`src/rtl/sar_result_avg_fifo_pkg.sv`:
```
`default_nettype none
// +------------------------------------------------------------------------+
// | Module   : sar_result_avg_fifo_pkg                                      |
// | Purpose  : Shared constants for the SAR result averaging path. The      |
// |            conversion width is common with the SAR logic; the averaging |
// |            and buffering defaults live here so every user agrees.       |
// | Contents : SAR_DATA_W, DEF_AVG_LOG2, DEF_FIFO_DEPTH, lvl_width()        |
// | Revision : 1.0  initial release                                         |
// +------------------------------------------------------------------------+
package sar_result_avg_fifo_pkg;

  localparam int SAR_DATA_W     = 8;
  localparam int DEF_AVG_LOG2   = 2;
  localparam int DEF_FIFO_DEPTH = 4;

  // Occupancy counter width: must represent 0..depth inclusive.
  function automatic int lvl_width(input int depth);
    return $clog2(depth) + 1;
  endfunction

endpackage
`default_nettype wire

```
`src/rtl/sar_result_avg_fifo_if.sv`:
```
`default_nettype none
// +------------------------------------------------------------------------+
// | Module   : sar_result_avg_fifo_if                                       |
// | Purpose  : Bundles the conversion input, the flush request and the     |
// |            averaged-result valid/ready stream of sar_result_avg_fifo.   |
// | Signals  : eoc, sar, clr            conversion side / flush            |
// |            out_data, out_valid,     averaged-result stream             |
// |            out_ready                                                    |
// |            fifo_level, ovf          status                             |
// | Modports : master - environment (SAR logic + readout stage)            |
// |            slave  - the averaging block                                |
// | Revision : 1.0  initial release                                         |
// +------------------------------------------------------------------------+
interface sar_result_avg_fifo_if
  import sar_result_avg_fifo_pkg::*;
#(
  parameter int DATA_W     = SAR_DATA_W,
  parameter int FIFO_DEPTH = DEF_FIFO_DEPTH
);
  localparam int LVL_W = lvl_width(FIFO_DEPTH);

  logic              eoc;
  logic [DATA_W-1:0] sar;
  logic              clr;
  logic [DATA_W-1:0] out_data;
  logic              out_valid;
  logic              out_ready;
  logic [LVL_W-1:0]  fifo_level;
  logic              ovf;

  modport master (
    output eoc, sar, clr, out_ready,
    input  out_data, out_valid, fifo_level, ovf
  );

  modport slave (
    input  eoc, sar, clr, out_ready,
    output out_data, out_valid, fifo_level, ovf
  );

endinterface
`default_nettype wire

```
`src/rtl/sar_result_avg_fifo_sync.sv`:
```
`default_nettype none
// +------------------------------------------------------------------------+
// | Module   : sar_sync_fifo                                               |
// | Purpose  : Small synchronous first-word fall-through FIFO. The head     |
// |            entry is visible on pop_data whenever the FIFO is not empty |
// |            (zero when empty). A push into a full FIFO is accepted only |
// |            if a pop happens in the same cycle; a pop when empty is     |
// |            ignored.                                                    |
// | Ports    : clk, rst (sync, active high), clr (sync flush)              |
// |            push, push_data  write side                                 |
// |            pop, pop_data    read side (FWFT)                           |
// |            full, empty, level  status                                  |
// | Revision : 1.0  initial release                                         |
// +------------------------------------------------------------------------+
module sar_sync_fifo
  import sar_result_avg_fifo_pkg::*;
#(
  parameter  int W     = 8,
  parameter  int DEPTH = 4,
  localparam int AW    = $clog2(DEPTH),
  localparam int LW    = lvl_width(DEPTH)
) (
  input  logic          clk,
  input  logic          rst,
  input  logic          clr,
  input  logic          push,
  input  logic [W-1:0]  push_data,
  input  logic          pop,
  output logic [W-1:0]  pop_data,
  output logic          full,
  output logic          empty,
  output logic [LW-1:0] level
);

  logic [W-1:0]  r_mem [DEPTH];
  logic [AW-1:0] r_wr_ptr;
  logic [AW-1:0] r_rd_ptr;
  logic [LW-1:0] r_level;
  logic          w_do_push;
  logic          w_do_pop;

  assign empty    = (r_level == '0);
  assign full     = (r_level == LW'(DEPTH));
  assign level    = r_level;
  assign pop_data = empty ? '0 : r_mem[r_rd_ptr];

  // A simultaneous pop frees the slot, so a full FIFO can still take a push.
  assign w_do_pop  = pop & ~empty;
  assign w_do_push = push & (~full | w_do_pop);

  // DEPTH is a power of two, so the pointers wrap on their natural overflow.
  always_ff @(posedge clk) begin
    if (rst || clr) begin
      r_wr_ptr <= '0;
      r_rd_ptr <= '0;
      r_level  <= '0;
    end else begin
      if (w_do_push) r_wr_ptr <= r_wr_ptr + AW'(1);
      if (w_do_pop)  r_rd_ptr <= r_rd_ptr + AW'(1);
      case ({w_do_push, w_do_pop})
        2'b10:   r_level <= r_level + LW'(1);
        2'b01:   r_level <= r_level - LW'(1);
        default: r_level <= r_level;
      endcase
    end
  end

  // Storage needs no reset: unread slots are never presented.
  always_ff @(posedge clk) begin
    if (w_do_push) r_mem[r_wr_ptr] <= push_data;
  end

endmodule
`default_nettype wire

```
`src/rtl/sar_result_avg_fifo.sv`:
```
`default_nettype none
// +------------------------------------------------------------------------+
// | Module   : sar_result_avg_fifo                                          |
// | Purpose  : Averages 2**AVG_LOG2 consecutive SAR conversion results and |
// |            buffers the averages in a FWFT FIFO presented as a          |
// |            valid/ready stream. Sticky ovf flags a dropped average.     |
// | Ports    : clk  system clock, rising edge                              |
// |            rst  synchronous active-high reset                          |
// |            bus  sar_result_avg_fifo_if.slave: eoc, sar, clr,            |
// |                 out_data, out_valid, out_ready, fifo_level, ovf        |
// | Revision : 1.0  initial release                                         |
// +------------------------------------------------------------------------+
module sar_result_avg_fifo
  import sar_result_avg_fifo_pkg::*;
#(
  parameter int DATA_W     = SAR_DATA_W,
  parameter int AVG_LOG2   = DEF_AVG_LOG2,
  parameter int FIFO_DEPTH = DEF_FIFO_DEPTH
) (
  input  logic                  clk,
  input  logic                  rst,
  sar_result_avg_fifo_if.slave  bus
);

  localparam int ACC_W = DATA_W + AVG_LOG2;
  localparam int LVL_W = lvl_width(FIFO_DEPTH);

  logic              w_take;
  logic              w_push;
  logic [DATA_W-1:0] w_push_data;
  logic [DATA_W-1:0] w_pop_data;
  logic              w_full;
  logic              w_empty;
  logic              w_pop;
  logic [LVL_W-1:0]  w_level;
  logic              r_ovf;

  // A flush in the same cycle as eoc discards that sample.
  assign w_take = bus.eoc & ~bus.clr;

  generate
    if (AVG_LOG2 == 0) begin : g_pass
      assign w_push      = w_take;
      assign w_push_data = bus.sar;
    end else begin : g_avg
      logic [ACC_W-1:0]    r_acc;
      logic [AVG_LOG2-1:0] r_cnt;
      logic [ACC_W-1:0]    w_sum;
      logic                w_last;

      // ACC_W holds 2**AVG_LOG2 full-scale samples, so the sum never wraps.
      assign w_sum       = r_acc + ACC_W'(bus.sar);
      assign w_last      = &r_cnt;
      assign w_push      = w_take & w_last;
      assign w_push_data = w_sum[ACC_W-1:AVG_LOG2];

      always_ff @(posedge clk) begin
        if (rst || bus.clr) begin
          r_acc <= '0;
          r_cnt <= '0;
        end else if (w_take) begin
          if (w_last) begin
            r_acc <= '0;
            r_cnt <= '0;
          end else begin
            r_acc <= w_sum;
            r_cnt <= r_cnt + AVG_LOG2'(1);
          end
        end
      end
    end
  endgenerate

  sar_sync_fifo #(
    .W     (DATA_W),
    .DEPTH (FIFO_DEPTH)
  ) u_fifo (
    .clk       (clk),
    .rst       (rst),
    .clr       (bus.clr),
    .push      (w_push),
    .push_data (w_push_data),
    .pop       (bus.out_ready),
    .pop_data  (w_pop_data),
    .full      (w_full),
    .empty     (w_empty),
    .level     (w_level)
  );

  // Mirrors the FIFO's own accept rule to detect a dropped average.
  assign w_pop = bus.out_ready & ~w_empty;

  always_ff @(posedge clk) begin
    if (rst || bus.clr) begin
      r_ovf <= 1'b0;
    end else if (w_push && w_full && !w_pop) begin
      r_ovf <= 1'b1;
    end
  end

  assign bus.out_data   = w_pop_data;
  assign bus.out_valid  = ~w_empty;
  assign bus.fifo_level = w_level;
  assign bus.ovf        = r_ovf;

endmodule
`default_nettype wire

```
`src/flat_wrapper.sv`:
```
// flat-port wrapper written by rule: the top's interface ports become plain ports
module sar_result_avg_fifo_flat import sar_result_avg_fifo_pkg::*;
#(
  parameter int DATA_W     = SAR_DATA_W,
  parameter int AVG_LOG2   = DEF_AVG_LOG2,
  parameter int FIFO_DEPTH = DEF_FIFO_DEPTH
)
  (clk, rst, bus_eoc, bus_sar, bus_clr, bus_out_ready, bus_out_data, bus_out_valid, bus_fifo_level, bus_ovf);
  sar_result_avg_fifo_if #(.DATA_W(DATA_W), .FIFO_DEPTH(FIFO_DEPTH)) bus_i ();
  input  logic clk;
  input  logic rst;
  input wire logic [$bits(bus_i.eoc)-1:0] bus_eoc;
  input wire logic [$bits(bus_i.sar)-1:0] bus_sar;
  input wire logic [$bits(bus_i.clr)-1:0] bus_clr;
  input wire logic [$bits(bus_i.out_ready)-1:0] bus_out_ready;
  output wire logic [$bits(bus_i.out_data)-1:0] bus_out_data;
  output wire logic [$bits(bus_i.out_valid)-1:0] bus_out_valid;
  output wire logic [$bits(bus_i.fifo_level)-1:0] bus_fifo_level;
  output wire logic [$bits(bus_i.ovf)-1:0] bus_ovf;
  assign bus_i.eoc = bus_eoc;
  assign bus_i.sar = bus_sar;
  assign bus_i.clr = bus_clr;
  assign bus_i.out_ready = bus_out_ready;
  assign bus_out_data = bus_i.out_data;
  assign bus_out_valid = bus_i.out_valid;
  assign bus_fifo_level = bus_i.fifo_level;
  assign bus_ovf = bus_i.ovf;
  sar_result_avg_fifo #(.DATA_W(DATA_W), .AVG_LOG2(AVG_LOG2), .FIFO_DEPTH(FIFO_DEPTH)) u_core (.clk(clk), .rst(rst), .bus(bus_i));
endmodule
```
`config.mk`:
```
export PLATFORM = sky130hd
export DESIGN_NAME = sar_result_avg_fifo_flat
export DESIGN_NICKNAME = d
export VERILOG_FILES = /design/src/rtl/sar_result_avg_fifo_pkg.sv /design/src/rtl/sar_result_avg_fifo_if.sv /design/src/rtl/sar_result_avg_fifo_sync.sv /design/src/rtl/sar_result_avg_fifo.sv /design/src/flat_wrapper.sv
export SDC_FILE = /design/constraint.sdc
export NUM_CORES = 1
export LEC_CHECK = 0
export CAP_MARGIN = 0
export CORE_UTILIZATION = 56
export CTS_CLUSTER_DIAMETER = 30
export DETAILED_ROUTE_END_ITERATION = 6
export MAX_ROUTING_LAYER = met4
export PLACE_DENSITY = 0.82
export SLEW_MARGIN = 20
export SYNTH_ARGS = -nofsm -noshare
export SYNTH_HDL_FRONTEND = slang
export SYNTH_SLANG_ARGS = --single-unit
```
`constraint.sdc`:
```
create_clock -name clk -period 2.9 [get_ports clk]
set_input_delay 0.725 -clock clk [delete_from_list [all_inputs] [get_ports clk]]
set_output_delay 0.725 -clock clk [all_outputs]
set_load 0.05 [all_outputs]
```
==> flow_summary_export.csv <==
group,metric,value,unit
clock_tree,cts_buffers,5,
global_routing,grt_pass1_wl,8030,um
clock_tree,htree_num_levels,2,
min_path,hold_path_class,"reg -> reg",
timing,fin_crit_sh,0.907,
timing,setup_viol_count_final,0,
synth,synthesis.area,2670,um^2
clock_tree,clkSlewWorstSetupHoldPaths,90,ps
setup_path,arrival,2830,ps
clock_tree,cts_buffer_depth,2,
timing,worst_pin_slew,530,ps
synth,yosysSeqAreaShare,0.525,
power_and_ir_drop,total_power,1.34,mW
drt,drtAntennaViolNets,0,
drt,drtIter0Drc,124,
synth,synth_top_area_share,0.360,
placed_design,gp_congestion,0.821,
placed_design,portBuffers,25,
clock_tree,clock-root-buffer,"clkbuf_8",
final_layout,area_growth,15.7,%
global_routing,grt_max_degree,18,
clock_tree,worstSkewPairLatency,300,ps
synth,avgSynthCellArea,11.8,um^2
clock_tree,clock_sinks,54,
setup_path,cp_max_fo,5,
clock_tree,cts_setup_buffers,0,
timing,rsz0062_at_grt,"false",
job,cap_violations,0,
setup_path,cp-end-kind,"register",
drt,first_pass_iters,6,
synth,async_flop_share,0,
power_and_ir_drop,ir_drop,0.000243,V
synth,synth.area.top_cells,"edfxtp_1 36%, dfxtp_1 17%, mux4_2 6.8%",
synth,syn_inst,226,
floorplanning,dieArea,5050,um^2
timing,slew_headroom,0.645,
power_and_ir_drop,power_density,434,nW/um^2
placed_design,place_area,3000,um^2
power_and_ir_drop,leakagePower,1.13,nW
synth,ys_ff_latch,54,
clock_tree,cts_hold_buf,0,
global_routing,grt_pass1_vias,1738,
timing,fmax,380,MHz
clock_tree,cts_tree,"done",
global_routing,grt.overflow.total,0,
global_routing,antenna_found_initial,0,
placed_design,dpl.cell_count,303,
placed_design,dpl.hpwl,3470,um
drt,routed_via_density,5.79,
floorplanning,coreArea,4470,um^2
drt,vias,1800,
floorplanning,io_pins,26,
synth,synth.top_cells.by_count,"32 x edfxtp_1, 22 x dfxtp_1, 20 x nor2_1",
final_layout,antenna_cells,0,
synth,yosysMostFrequentCell,"edfxtp_1",
floorplanning,dieHeight,71.0,um
synth,synth_ff_type,"edfxtp_1",
setup_path,start_kind,"input port",
setup_path,crit_type,"in -> reg",
global_routing,grt_use_total,0.217,
timing,hold_viol,0,
final_layout,final_cells,311,
synth,synth_warnings,0,
final_layout,final_cell_area,3090,um^2
drt,wl,4780,um
timing,min_period,2630,ps
timing,skew,6.87,ps
floorplanning,die_w,71.0,um
setup_path,required,3100,ps
synth,synth_edf_count,32,
synth,synth_nets,254,
floorplanning,start_util,0.596,
final_layout,final_nets,286,
outcome,status,"finished, final reports clean",
final_layout,drive_gt1_frac,0.147,
drt,drc,0,
synth,netlist-cell-type-count,47,
clock_tree,cts_resized,0,
synth,yosys.area.top_type,"edfxtp_1",
drt,wl_per_cell,15.4,um
floorplanning,fp-row-count,24,
timing,maxSlewViolCount,0,
[through the flow]
stage               utilization  hold slack, ps  setup WS (ps)  setup TNS [ps]
floorplan                     -             436           19.6               0
global placement          0.670             446           14.5               0
detailed placement        0.670             462          -10.1           -10.1
CTS                       0.690             475            295               0
global route              0.690             499            132               0
finish                    0.690             469            270               0
[cell families after synthesis]
group                      after synthesis  share of synthesized area
and+or+nand+nor                         68                      0.140
DFF                                     54                      0.525
AOI/OAI and AO/OA                       44                      0.112
buffers and inverters                   24                     0.0361
adders and majority gates               15                     0.0760
xor gates and xnor gates                11                     0.0361
muxes                                   10                     0.0750
[registers in the layout, indices dropped and copies added (netlist names), named ones only]
| signal | cells |
|---|---|
| u_core.g_avg.r_acc | 10 |
| u_core.bus.ovf | 1 |
| u_core.u_fifo.r_rd_ptr | 2 |
| u_core.g_avg.r_cnt | 2 |
| u_core.u_fifo.level | 3 |
| u_core.u_fifo.r_mem | 32 |
| u_core.u_fifo.r_wr_ptr | 2 |
[where the power goes]
group | leakage (nW) | switching, mW | internal, mW
Combinational | 0.642 | 0.0596 | 0.0502
Sequential | 0.454 | 0.00250 | 0.818
Clock | 0.0374 | 0.239 | 0.171
[critical path, stage by stage]
cell and delay (ps):
clkdlybuf4s50_1 460, ha_1 160, inv_1 50, fa_1 380, nor2b_1 160, o31a_1 210
nor4_1 70, a311o_1 390, a22o_1 210
[layout make-up]
class / instances / area (um^2)
Sequential cell: 54 / 1400
Tap cell: 52 / 65.1
Clock buffer: 6 / 72.6
Clock inverter: 2 / 15.0
Inverter: 13 / 48.8
Timing Repair Buffer: 36 / 313
Multi-Input combinational cell: 148 / 1170
Fill cell: 331 / 1390
[worst paths after layout]
check                                           from                                  end  slack (ps)  cells after the start
setup / recovery                          bus_sar[0]   u_core.g_avg.r_acc[6]$_SDFFE_PP0P_         270                      9
hold / removal    u_core.g_avg.r_acc[5]$_SDFFE_PP0P_   u_core.g_avg.r_acc[5]$_SDFFE_PP0P_         470                      2
setup reg to reg  u_core.g_avg.r_cnt[0]$_SDFFE_PP0P_  u_core.u_fifo.r_mem[1][7]$_DFFE_PP_         520                      4
hold reg to reg   u_core.g_avg.r_acc[5]$_SDFFE_PP0P_   u_core.g_avg.r_acc[5]$_SDFFE_PP0P_         470                      2
[routing by layer]
metal  routed length, um  vias to the layer above  part of all wire  global-route usage
met3                 177                        6             0.037              0.0299
li1                    -                      895                 -                   -
met2                2290                       45              0.48               0.347
met4                  48                        0             0.010              0.0844
met5                   0                        -                 0                   -
met1                2260                      854              0.47               0.284
[cell usage in the layout, fill, tap and decap left out, types with 2 or more instances in the layout]
cell type,count
xnor2_1,7
nand3_1,4
or4_1,2
inv_1,13
fa_1,2
a21oi_1,12
dfxtp_1,22
ha_1,13
o21ai_0,8
and3_1,2
mux4_2,8
nor4_1,4
nand2b_1,2
a211oi_1,2
mux2i_1,2
or3_1,2
and2_1,12
buf_4,19
nor3b_1,2
clkbuf_8,5
nand2_1,5
xor2_1,4
nor3_1,6
o31ai_1,3
clkinvlp_4,2
clkdlybuf4s50_1,17
nor2_1,20
edfxtp_1,32
a22oi_1,4
a21o_1,4
(Power assumes the default switching activity.)
